<file path="src/rtl/uart_pkg.sv">
// Shared UART settings and baud increment math.
// Used by the baud generator and by UART TX/RX.
package uart_pkg;

  localparam int unsigned DEF_CLOCK_FREQ = 192000;
  localparam int unsigned DEF_BAUD_RATE  = 9600;
  localparam int unsigned DEF_OVERSAMPLE = 16;
  localparam int unsigned DEF_ACC_WIDTH  = 16;

  // round(baud * os * 2^w / clk) in 64-bit math
  function automatic longint unsigned calc_incr(
    input longint unsigned clock_freq,
    input longint unsigned baud_rate,
    input longint unsigned oversample,
    input int unsigned     acc_width
  );
    longint unsigned num;
    num = (baud_rate * oversample) << acc_width;
    return (2 * num + clock_freq) / (2 * clock_freq);
  endfunction

endpackage

</file>
<file path="src/rtl/uart_phase_acc.sv">
// Phase accumulator with shadowed increment.
// Shadow value lands on the bit-ending wrap.
module uart_phase_acc #(
  parameter int unsigned          ACC_WIDTH = 16,
  parameter logic [ACC_WIDTH-1:0] INIT_INCR = '0
) (
  input  logic                 clk,
  input  logic                 reset,
  input  logic                 enable,
  input  logic                 restart,
  input  logic                 bit_last,
  input  logic                 cfg_load,
  input  logic [ACC_WIDTH-1:0] cfg_incr,
  output logic                 wrap,
  output logic                 cfg_pending
);

  logic [ACC_WIDTH-1:0] acc;
  logic [ACC_WIDTH-1:0] incr;
  logic [ACC_WIDTH-1:0] shadow;
  logic [ACC_WIDTH:0]   sum;
  logic                 step;
  logic                 apply;
  logic                 direct;

  assign sum    = {1'b0, acc} + {1'b0, incr};
  assign step   = enable & ~restart;
  assign wrap   = step & sum[ACC_WIDTH];
  assign apply  = wrap & bit_last;
  assign direct = cfg_load & (~step | apply);

  // Phase register: advance, realign or hold
  always_ff @(posedge clk) begin
    if (reset || restart) begin
      acc <= '0;
    end else if (enable) begin
      acc <= sum[ACC_WIDTH-1:0];
    end
  end

  // Increment and shadow: direct write, shadow capture or deferred apply
  always_ff @(posedge clk) begin
    if (reset) begin
      incr        <= INIT_INCR;
      shadow      <= '0;
      cfg_pending <= 1'b0;
    end else if (direct) begin
      incr        <= cfg_incr;
      cfg_pending <= 1'b0;
    end else if (cfg_load) begin
      shadow      <= cfg_incr;
      cfg_pending <= 1'b1;
    end else if (cfg_pending && (restart || apply)) begin
      incr        <= shadow;
      cfg_pending <= 1'b0;
    end
  end

endmodule

</file>
<file path="src/rtl/uart_baud_gen.sv">
// Fractional baud generator: oversample and bit ticks.
// Phase accumulator wraps feed a power-of-two os counter.
module uart_baud_gen
  import uart_pkg::*;
#(
  parameter int unsigned CLOCK_FREQ = DEF_CLOCK_FREQ,
  parameter int unsigned BAUD_RATE  = DEF_BAUD_RATE,
  parameter int unsigned OVERSAMPLE = DEF_OVERSAMPLE,
  parameter int unsigned ACC_WIDTH  = DEF_ACC_WIDTH
) (
  input  logic                 clk,
  input  logic                 reset,
  input  logic                 enable,
  input  logic                 restart,
  input  logic [ACC_WIDTH-1:0] cfg_incr,
  input  logic                 cfg_load,
  output logic                 cfg_pending,
  output logic                 os_tick,
  output logic                 baud_tick,
  output logic                 baud_out
);

  localparam int unsigned OS_W = $clog2(OVERSAMPLE);
  localparam longint unsigned INCR_L = calc_incr(
    longint'(CLOCK_FREQ), longint'(BAUD_RATE),
    longint'(OVERSAMPLE), ACC_WIDTH);
  localparam logic [ACC_WIDTH-1:0] DEFAULT_INCR =
    INCR_L[ACC_WIDTH-1:0];

  if (longint'(BAUD_RATE) * OVERSAMPLE >= longint'(CLOCK_FREQ))
  begin : g_bad_rate
    $error("BAUD_RATE*OVERSAMPLE must be below CLOCK_FREQ");
  end

  if (OVERSAMPLE < 4 || OVERSAMPLE > 64 ||
      (OVERSAMPLE & (OVERSAMPLE - 1)) != 0)
  begin : g_bad_os
    $error("OVERSAMPLE must be a power of two in 4..64");
  end

  logic [OS_W-1:0] os_cnt;
  logic [OS_W-1:0] os_nxt;
  logic            wrap;
  logic            bit_last;

  assign bit_last = (os_cnt == OS_W'(OVERSAMPLE - 1));
  assign os_nxt   = os_cnt + OS_W'(1);

  uart_phase_acc #(
    .ACC_WIDTH (ACC_WIDTH),
    .INIT_INCR (DEFAULT_INCR)
  ) u_acc (
    .clk         (clk),
    .reset       (reset),
    .enable      (enable),
    .restart     (restart),
    .bit_last    (bit_last),
    .cfg_load    (cfg_load),
    .cfg_incr    (cfg_incr),
    .wrap        (wrap),
    .cfg_pending (cfg_pending)
  );

  // Oversample counter, tick pulses and bit-rate square wave
  always_ff @(posedge clk) begin
    if (reset || restart) begin
      os_cnt    <= '0;
      os_tick   <= 1'b0;
      baud_tick <= 1'b0;
      baud_out  <= 1'b0;
    end else if (enable) begin
      os_tick   <= wrap;
      baud_tick <= wrap & bit_last;
      if (wrap) begin
        os_cnt   <= os_nxt;
        baud_out <= os_nxt[OS_W-1];
      end
    end else begin
      os_tick   <= 1'b0;
      baud_tick <= 1'b0;
    end
  end

endmodule
</file>
<file path="config.mk">
export PLATFORM = sky130hd
export DESIGN_NAME = uart_baud_gen
export DESIGN_NICKNAME = d
export VERILOG_FILES = /design/src/rtl/uart_pkg.sv /design/src/rtl/uart_phase_acc.sv /design/src/rtl/uart_baud_gen.sv
export SDC_FILE = /design/constraint.sdc
export NUM_CORES = 1
export LEC_CHECK = 0
export CORE_MARGIN = 2
export CORE_UTILIZATION = 50
export DETAILED_ROUTE_END_ITERATION = 7
export GPL_ROUTABILITY_DRIVEN = 1
export PLACE_DENSITY = 0.79
export RECOVER_POWER = 25
export SYNTH_ARGS = -nofsm -noshare
export SYNTH_HDL_FRONTEND = slang
export SYNTH_SLANG_ARGS = --single-unit
</file>
<file path="constraint.sdc">
create_clock -name clk -period 3.1 [get_ports clk]
set_input_delay 0.62 -clock clk [delete_from_list [all_inputs] [get_ports clk]]
set_output_delay 0.62 -clock clk [all_outputs]
set_load 0.02 [all_outputs]
</file>
# Word-level counts from Yosys, hierarchy flattened
# Cells that the tools add are included.
# classes
n_addsub	2
eq_ne	2
muxes	5
bitwise_logic	9
reduce_logical	10
# op_table
cell	count
$mux 16	3
$add 16x16->17	1
$reduce_and 2->1	3
$add 4x1->4 const B	1
$and 1x1->1	4
$eq 4x4->1 const B	1
$not 1->1	4
$reduce_bool 2->1	2
$reduce_or 2->1	2
$logic_or 1x1->1	2
$mux 1	2
$ne 2x1->1 const B	1
$logic_and 1x1->1	1
$or 1x1->1	1
# word_totals
register_bits	56
input_bits	21
output_inout_bits	4
wordCells	36

# Logic depth before layout (Yosys ltp)
# Gate-level depths: netlist (run 1).
# logic_depth
word_depth	9
ltp_mapped	11
depth_no_buf	9

# Hierarchy
# A second synthesis (run 1) with hierarchy kept.
# unflattened
hier_cells	362
hier_area_um2	3071.7
# modules_own_cells
module	instances	cells_each	area_each_um2
uart_phase_acc	1	338	2845.2
uart_baud_gen	1	24	226.5

# Worst setup path after synthesis (run 1)
# Ideal clock, no wire load.
# synth_path
path_kind	reg2reg
start	reg u_acc.incr[0]
end	reg u_acc.incr[7]
setup_time_ns	0.122
t_arrival_ns	2.276
path_slack_ns	0.703
stages_incl_launch_ff	11
n_path_buf	1
period_less_slack_ns	2.397
cell_sequence	dfxtp_1 > ha_1 > fa_1 > a211oi_2 > o211ai_2 > nand4_1 > nand3_2 > a21o_1 > buf_6 > a31o_1 > a221o_1
# synth_via
elab_chain_cells	7
# synth_lines
element	line_no	source
start: declaration	uart_phase_acc.sv:19	logic [ACC_WIDTH-1:0] incr;
start signal: assignment	uart_phase_acc.sv:48	incr <= cfg_incr;
start signal: assignment	uart_phase_acc.sv:54	incr <= shadow;
$add 16x16->17 *	uart_phase_acc.sv:26	assign sum = {1'b0, acc} + {1'b0, incr};
$and 1x1->1 *	uart_phase_acc.sv:28	assign wrap = step & sum[ACC_WIDTH];
$and 1x1->1 *	uart_phase_acc.sv:29	assign apply = wrap & bit_last;
$or 1x1->1 / $logic_or 1x1->1 (equally long branches)	uart_phase_acc.sv:30, uart_phase_acc.sv:53	
$and 1x1->1 / $logic_and 1x1->1 (equally long branches)	uart_phase_acc.sv:30, uart_phase_acc.sv:53	
$ne 2x1->1 (no source line) / $reduce_bool 2->1 (equally long branches)	n/a	
$reduce_and 2->1 (no source line)	n/a	
# Every way passes the cells marked *; elsewhere a longest branch is shown, timed or not.
# A chain may end at the register's enable or synchronous reset.

# Worst setup path after layout (run 1)
# layout_path
start	reg u_acc.incr[0]
end	reg u_acc.incr[2]
# The elaborated chain is that of the path after synthesis.

==> metrics list, run 1 <==
- Number of I/O port buffers: 24
- Syn_area_per_cell: between 9 and 10 um2
- The min-delay analysis places its worst path in the category register to register.
* DRC errors left: 0
- Global Route Usage Sum: 0.208
- Slowest cell on crit path: fa_1
- Once the clock tree was built, the resizer swapped 0 gates to a different size.
- Cell internal power was estimated by the tool at 1.11 mW.
- Number of cell rows: 27
* Net Count, Synth: about 360
* Max incr delay on CP: between 0.4 and 0.5 ns
* Transition time of the tightest slew-check pin: between 1 and 1.5 ns
- Category of cells accounting for the largest share of critical-path delay: compound AO/OA/AOI/OAI gates
- Summed over all layers, the global routing overflow is 0.
* CTS max path bufs: 2
- Of the cells placed in the final design, the portion with a size suffix greater than 1 is 0.0828.
* Count of flip-flops with a built-in enable after synthesis: 0
- Number of global-route vias before repair: around 2200
- The die covers ~6500 um2.
* Layout net count: ~380
* DRC violation total after the first TritonRoute iteration: 140
- Cts bufs inserted: 5
- Mapped Cells: 319
- Tot Pwr: between 1.5 and 2 mW
- Flops & latches, synth: 55
- Net switching fraction of the power: 0.270
- Area of combinational cells with multiple inputs: 1740 um2
* Buffers and inverters on the worst path: 0
- Clock tree synthesis found a total of between 50 and 60 sinks.
* Post-DP HPWL: around 4700 um
- 0 antenna diodes ended up in the layout.
* DR pass1 iterations: 4
* Arrival time reported for the critical path endpoint: between 3 and 4 ns
- Counting flops with an async set or reset pin after synthesis yields a share of 0.
* Total cell area at the placement stage: roughly 3200 um2
- The setup path with the least slack is of type register to register.
- The cell area that synthesis handed to floorplanning was between 2000 and 3000 um2.
* Worst clock skew on the final layout: around 0.0034 ns
* H-Tree Depth: 2
- Setup slack closes at about 0.26 ns.
- Final setup violation count: 0
* Total of hold buffers inserted after clock tree synthesis: 0
- The worst setup path is launched from a register.
- OpenSTA, run right after detailed placement, puts the worst setup slack at about 0.31 ns.
- Initial antenna violation count: 0
- Master cell of the clock root buffer: clkbuf_8
* Total of max-cap violations: 0
- Unrepaired setup endpoints after global routing: false
- Clock power share: 0.305
- Outcome: finished clean
* Sequential-to-total area share from yosys stat: 0.374
- Area fraction of the dominant cell type after synthesis: 0.374
- After routing the design area is 3330 um2.
- Biggest area consumer among synthesized cells: dfxtp_1
- Std-Cell Core Area: 5610 um2
- Max Freq: around 0.35 GHz
- Largest net degree at the start of global routing: 36
* TritonCTS clock tree: done
- Walking the worst path, the cells encountered are ha_1 > fa_1 > a211oi_2 > o211ai_2 > nand4_1 > nand3_2 > a21o_1 > and2_0 > a221o_1.
* First-pass GRT wire length: around 11000 um
- After layout, the minimum clock period comes to roughly 2.8 ns.
- Combinational group share of total power: 0.192
- In this run the power density over the cells is between 400 and 500 nW/um2.
- Peak VDD IR: about 0.00025 V
- After detailed routing, the average wire length per cell comes to 15.5 um.
- Adding up every negative setup slack in the final design gives 0 ns.
- After detailed routing, the total wire length is approximately 6300 um.
- Dividing the detail-routed via count by the number of cells gives between 5 and 6.
- In the finished design, the share of the clock period the worst path needs comes to 0.915.
- In this run the vertical extent of the chip is about 81 um.
- Setup fix buffers added after clock tree synthesis: 0
* IO Count: 25
- Antenna violation net count after detailed routing: 0
- Critical Path RT: approximately 3.3 ns
- Initial Utilization: 0.526
- The worst setup path is captured at a register.
* Filler Cell Count: 517
* Count of pins over their slew limit: 0
- Clk_lat worst skew: around 0.30 ns
* Total number of vias: approximately 2400
* Final-report hold violation count: 0
* Sw Pwr: slightly above 400 uW
- In this run the static leakage power is 1.49 nW.
* Maximum net fanout on the critical path: 16
* Yosys warns: 0
* Clk slew on worst S/H paths: about 0.090 ns
* Synth top area cells: dfxtp_1 (37%), mux2i_1 (10%), ha_1 (7.2%), nor2_1 (6.0%), a221o_1 (3.1%)
* Area taken by flip-flops and latches: about 1100 um2
* Number of distinct library cells after synthesis: 50
- Compared with the post-synthesis result, the final layout area differs by 13.1%.
- The congestion estimate from routability-driven global placement came to approximately 0.93.
* Top_reg_cell synth: dfxtp_1
- Die Span X: between 80 and 90 um
- Max-slew headroom at the worst pin: 0.295
- The share of total power dissipated in sequential elements is 0.503.
area by class of cell:
| cell class | count | area share |
|---|---|---|
| tap | 72 | 0.0270 |
| inverter | 5 | 0.00563 |
| sequential | 55 | 0.330 |
| timing repair buffer | 30 | 0.0845 |
| multi-input combinational | 241 | 0.521 |
| clock inverter | 2 | 0.0113 |
| clock buffer | 5 | 0.0206 |
power groups by stage:
stage | logic, mW | registers [mW] | clock network (mW)
3_5_place_dp | 0.289 | 0.782 | 0
4_1_cts | 0.291 | 0.766 | 0.474
5_1_grt | 0.323 | 0.771 | 0.498
2_1_floorplan | 0.216 | 0.773 | 0
6_report | 0.292 | 0.767 | 0.465
3_3_place_gp | 0.281 | 0.781 | 0
cells by family (layout without fill, tap and decap cells):
kind of cell | after synthesis | count (layout) | share of synthesized area
and+or+nand+nor | 105 | 105 | 0.163
adders and majority gates | 18 | 18 | 0.0789
xor gates and xnor gates | 14 | 14 | 0.0416
AOI/OAI and AO/OA | 73 | 73 | 0.199
buffers and inverters | 23 | 42 | 0.0378
DFF | 55 | 55 | 0.374
muxes | 31 | 31 | 0.106
path summary, 6_finish.rpt:
kind	depth (start not counted)	slack, ns	to	start
worst max-delay path	9	0.26	u_acc.incr[2]$_SDFFE_PP1P_	u_acc.incr[0]$_SDFFE_PP1P_
worst min-delay path	2	0.50	u_acc.acc[8]$_SDFFE_PP0P_	u_acc.acc[8]$_SDFFE_PP0P_
worst max register to register	9	0.26	u_acc.incr[2]$_SDFFE_PP1P_	u_acc.incr[0]$_SDFFE_PP1P_
worst min register to register	2	0.50	u_acc.acc[8]$_SDFFE_PP0P_	u_acc.acc[8]$_SDFFE_PP0P_
worst min-delay path: stages, from the launching register on:
cell and delay [ns]:
dfxtp_1 0.32, nor2_1 0.08, a211oi_1 0.05
cell usage after synthesis, types with 2 or more instances:
cell      instances
a31o_2            8
buf_6             2
nor2b_1           6
a21oi_1          14
a211oi_1          4
nand4_1           4
nor3_1           12
or3_1             3
inv_1             5
o311ai_0          2
ha_1             17
buf_1             2
a311oi_1          6
a22o_1            3
a31oi_1           2
xor2_1            8
o211ai_1          3
and3_1            3
nand3_1           9
xnor2_1           6
nand2_1          14
dfxtp_1          55
a21o_1            6
or2_2             2
o21ai_0           2
a221o_1           9
nor2_1           47
mux2i_1          30
o21bai_1          3
buf_2             5
clkbuf_1          8
per-layer routing:
metal | part of all wire | global-route usage | up-vias | routed length, um
li1 | - | - | 1206 | -
met1 | 0.47 | 0.274 | 1121 | 3010
met2 | 0.47 | 0.333 | 50 | 2980
met3 | 0.044 | 0.0478 | 6 | 279
met4 | 0.012 | 0.0814 | 0 | 78
met5 | 0 | 0 | - | 0
stage by stage:
step / hold slack, ns / util / std cells
3_5_place_dp: 0.485 / 0.576 / 403
3_3_place_gp: 0.475 / 0.576 / 403
6_report: 0.497 / 0.594 / 410
4_1_cts: 0.498 / 0.595 / 410
5_1_grt: 0.517 / 0.594 / 410
2_1_floorplan: 0.459 / - / 319
state kept, by name, indices dropped and copies added (netlist names):
signal,flops
u_acc.incr,16
u_acc.shadow,16
os_cnt,3
u_acc.acc,16
os_tick,1
baud_tick,1
baud_out,1
u_acc.cfg_pending,1
cell usage in the layout, fill, tap and decap left out, drive strengths merged, types with 2 or more instances in the layout:
master,count
nand3,10
ha,17
o21ai,2
a311oi,6
inv,5
xor2,8
a31o,9
a22o,3
nand2,14
a31oi,2
and2,2
or2,3
o211ai,4
a221o,9
clkdlybuf4s50,19
nor2b,6
a21oi,15
o21bai,3
mux2i,30
nor3,12
a21o,6
or3,3
xnor2,6
nor2,47
dfxtp,55
buf,5
dlygate4sd3,5
and3,3
o311ai,2
clkbuf,6
nand4,4
a211oi,5
Note: power is estimated with default switching activity, not from simulation.
==> run 2, diff against run 1 <==
--- a/config.mk
+++ b/config.mk
@@ -5,6 +5,7 @@
 export SDC_FILE = /design/constraint.sdc
 export NUM_CORES = 1
 export LEC_CHECK = 0
+export CAP_MARGIN = 20
 export CORE_MARGIN = 2
 export CORE_UTILIZATION = 50
 export DETAILED_ROUTE_END_ITERATION = 7
==> results of run 2 <==
Final layout, timing and power as in run 1 (identical DEF).
==> run 3, diff against run 2 <==
--- a/config.mk
+++ b/config.mk
@@ -7,10 +7,10 @@
 export LEC_CHECK = 0
 export CAP_MARGIN = 20
 export CORE_MARGIN = 2
-export CORE_UTILIZATION = 50
+export CORE_UTILIZATION = 54
 export DETAILED_ROUTE_END_ITERATION = 7
 export GPL_ROUTABILITY_DRIVEN = 1
-export PLACE_DENSITY = 0.79
+export PLACE_DENSITY = 0.84
 export RECOVER_POWER = 25
 export SYNTH_ARGS = -nofsm -noshare
 export SYNTH_HDL_FRONTEND = slang
==> run 3 against run 2 <==
Against the previous run: die area decreased by 7.1%; count of clock-buffer cells in the layout increased by 1; routed wire length increased by 2.0%; hold slack improved by 0.012 ns; critical path depth unchanged; register-to-register slack improved by 0.02 ns; critical endpoint is now u_acc.incr[6]$_SDFFE_PP1P_; power decreased by 2.1%; sequential share of layout area increased by 0.21 points; clock skew increased by 0.0072 ns; non-clock buffer count decreased by 2; worst setup slack improved by 0.023 ns; via count increased by 2.0%.
==> metrics list, run 3 (synthesis results as in run 1) <==
- TritonCTS clock tree: done
- Entering global routing, the biggest net connects 36 pins.
- IO Count: 25
- The initial utilization of the core area, before any placement, comes to 0.570.
- Cts bufs inserted: 5
- The number of global-route vias before repair is 2340.
- Dividing the final minimum period by the clock period gives 0.907.
- Clk_lat worst skew: approximately 0.31 ns
- Weighted congestion reported at the end of routability-driven placement: between 0.9 and 1
- DRC errors left: 0
- Unrepaired setup endpoints after global routing: false
- Global-route congestion overflow total: 0
- Master cell of the clock root buffer: clkbuf_8
- Post-placement worst setup slack: between 0.3 and 0.4 ns
- Total clock sinks: 55
- The routed design has approximately 6500 um of wire.
- Combinational group share of total power: 0.196
* First-pass GRT wire length: about 11000 um
- After floorplanning, the core was divided into 26 placement rows.
- Across all layers, the routed design uses 2431 vias.
* Net switching fraction of the power: 0.287
- Headroom to the max-slew limit came out at 0.270.
- The detailed router finished its first iteration with about 170 violations.
- The critical path runs through a total of 9 cells.
- The detail route stage leaves a number of antenna-violating nets equal to 0.
* Arrival time reported for the critical path endpoint: between 3 and 4 ns
- Worst clock skew on the final layout: around 0.011 ns
- Filler Cell Count: between 400 and 500
- Of the total power, the clock network draws 0.289.
- Leaving out fill and tap cells, the most frequent cells in the layout are dfxtp_1 (55), nor2_1 (47), mux2i_1 (30).
- Cell depth of the worst flop-to-flop path: 9
* Std-Cell Core Area: ~5200 um2
* Hold Crit Depth: 2
* Part of the power in registers: 0.515
* Proportion of layout cells with a drive suffix above 1: 0.0801
- Final hold analysis gives a worst-case slack of about 0.51 ns.
- CTS max path bufs: 2
- Final setup violation count: 0
* Area taken by flip-flops and latches: between 1000 and 1500 um2
- Summed negative setup slack over all endpoints: 0 ns
- The die is between 70 and 80 um tall.
- DR WL/cell: about 16 um
* Clk slew on worst S/H paths: ~0.1 ns
- The flow ran to the end, and the final reports show no timing, DRC or antenna violations.
* Count of pins over their slew limit: 0
* Die Footprint: ~6000 um2
- Internal Pwr Total: around 1.1 mW
* Maximum net fanout on the critical path: 16
- In the final layout, the multi-input gates occupy 1740 um2.
- Max-cap violations in this run came to 0.
- H-Tree Depth: 2
- The routed design could run at a clock period as short as 2.81 ns.
- Setup fix buffers added after clock tree synthesis: 0
- Summed over all cells, the static leakage comes to ~1.5 nW.
- In the final layout, the registers with the most flip-flops are u_acc.acc x16, u_acc.incr x16, u_acc.shadow x16.
* Total of hold buffers inserted after clock tree synthesis: 0
* Transition time of the tightest slew-check pin: approximately 1.1 ns
- Final-report hold violation count: 0
- The initial antenna violation count was 0.
- Die Span X: 77.9 um
- IR analysis of the VDD net gives a maximum drop of between 0.0003 and 0.0004 V.
- The path class of the tightest hold or removal check is register to register.
- Kind of launch point of the worst setup path: register
- Timing would allow up to 0.355 GHz.
- Port buffering added 24 buffers.
- DR pass1 iterations: 5
- The signal on the critical path passes through ha_1 > fa_1 > a211oi_2 > o211ai_2 > nand4_1 > nand3_2 > a21o_1 > and2_0 > a221o_1.
- The number of antenna diodes in the final layout is 0.
* Most frequent standard cell in the layout excluding fill and tap cells: dfxtp_1
- Slowest cell on crit path: fa_1
- STA puts the critical path data required time at ~3.3 ns.
- For this design the total switching power over the nets is between 400 and 500 uW.
* Post-cts gate resize count: 0
- WS Path Type: register to register
- For this run, the total global-route usage over all layers was measured as 0.225.
- Buffers and inverters on the worst path: 0
- The cell family contributing the most delay on the critical path is compound AO/OA/AOI/OAI gates.
* Via count normalized by instance count: roughly 6
- Post-DP HPWL: about 4600 um
* Power per cell area: 450 nW/um2
- The worst setup path is captured at a register.
- After the last flow step, the layout net total stands at roughly 380.
- Layout-stage area growth over the synthesis result: 12.4%
* Smallest setup slack after layout: roughly 0.29 ns
* Max incr delay on CP: approximately 0.44 ns
==> run 3: path summary, 6_finish.rpt <==
check	endpoint	startpoint	slack [ns]
hold reg to reg	u_acc.shadow[1]$_SDFFE_PP0P_	u_acc.shadow[1]$_SDFFE_PP0P_	0.51
hold / removal	u_acc.shadow[1]$_SDFFE_PP0P_	u_acc.shadow[1]$_SDFFE_PP0P_	0.51
setup / recovery	u_acc.incr[6]$_SDFFE_PP1P_	u_acc.incr[0]$_SDFFE_PP1P_	0.29
setup reg to reg	u_acc.incr[6]$_SDFFE_PP1P_	u_acc.incr[0]$_SDFFE_PP1P_	0.29
==> run 3: routing by layer <==
metal  track usage  vias up  part of all wire  routed length, um
met5             0        -                 0                  0
met4        0.0750        0             0.015                 96
met3        0.0535       10             0.063                408
met2         0.374       76              0.48               3120
met1         0.286     1134              0.44               2850
li1              -     1211                 -                  -
==> run 3: power by group through the flow <==
stage / clock network (mW) / registers (mW) / logic, mW
finish: 0.432 / 0.768 / 0.292
global route: 0.475 / 0.772 / 0.322
CTS: 0.444 / 0.767 / 0.289
detailed placement: 0 / 0.782 / 0.286
global placement: 0 / 0.781 / 0.277
floorplan: 0 / 0.773 / 0.216
==> run 3: cell type report <==
cell class | count | area share
repair buffers | 28 | 0.0805
flip-flops and latches | 55 | 0.332
clock inverters | 2 | 0.00604
well taps | 70 | 0.0264
inverters | 5 | 0.00567
multi-input cells | 241 | 0.524
clock buffers | 6 | 0.0249
==> run 3: worst reg2reg max path, delay by kind of cell (launching register included) <==
| kind | cells | cell delay (ns) |
|---|---|---|
| compound gates | 4 | 1.14 |
| fa+ha+maj | 2 | 0.67 |
| flops | 1 | 0.34 |
| simple gates | 3 | 0.56 |
==> run 3: stage by stage <==
step	area, um2	std cells	total power, mW	utilization
after CTS	3320	407	1.50	0.641
after detailed placement	3210	399	1.07	0.621
after floorplan	2950	319	0.989	-
final	3310	407	1.49	0.640
after global routing	3310	407	1.57	0.640
after global placement	3210	399	1.06	0.621
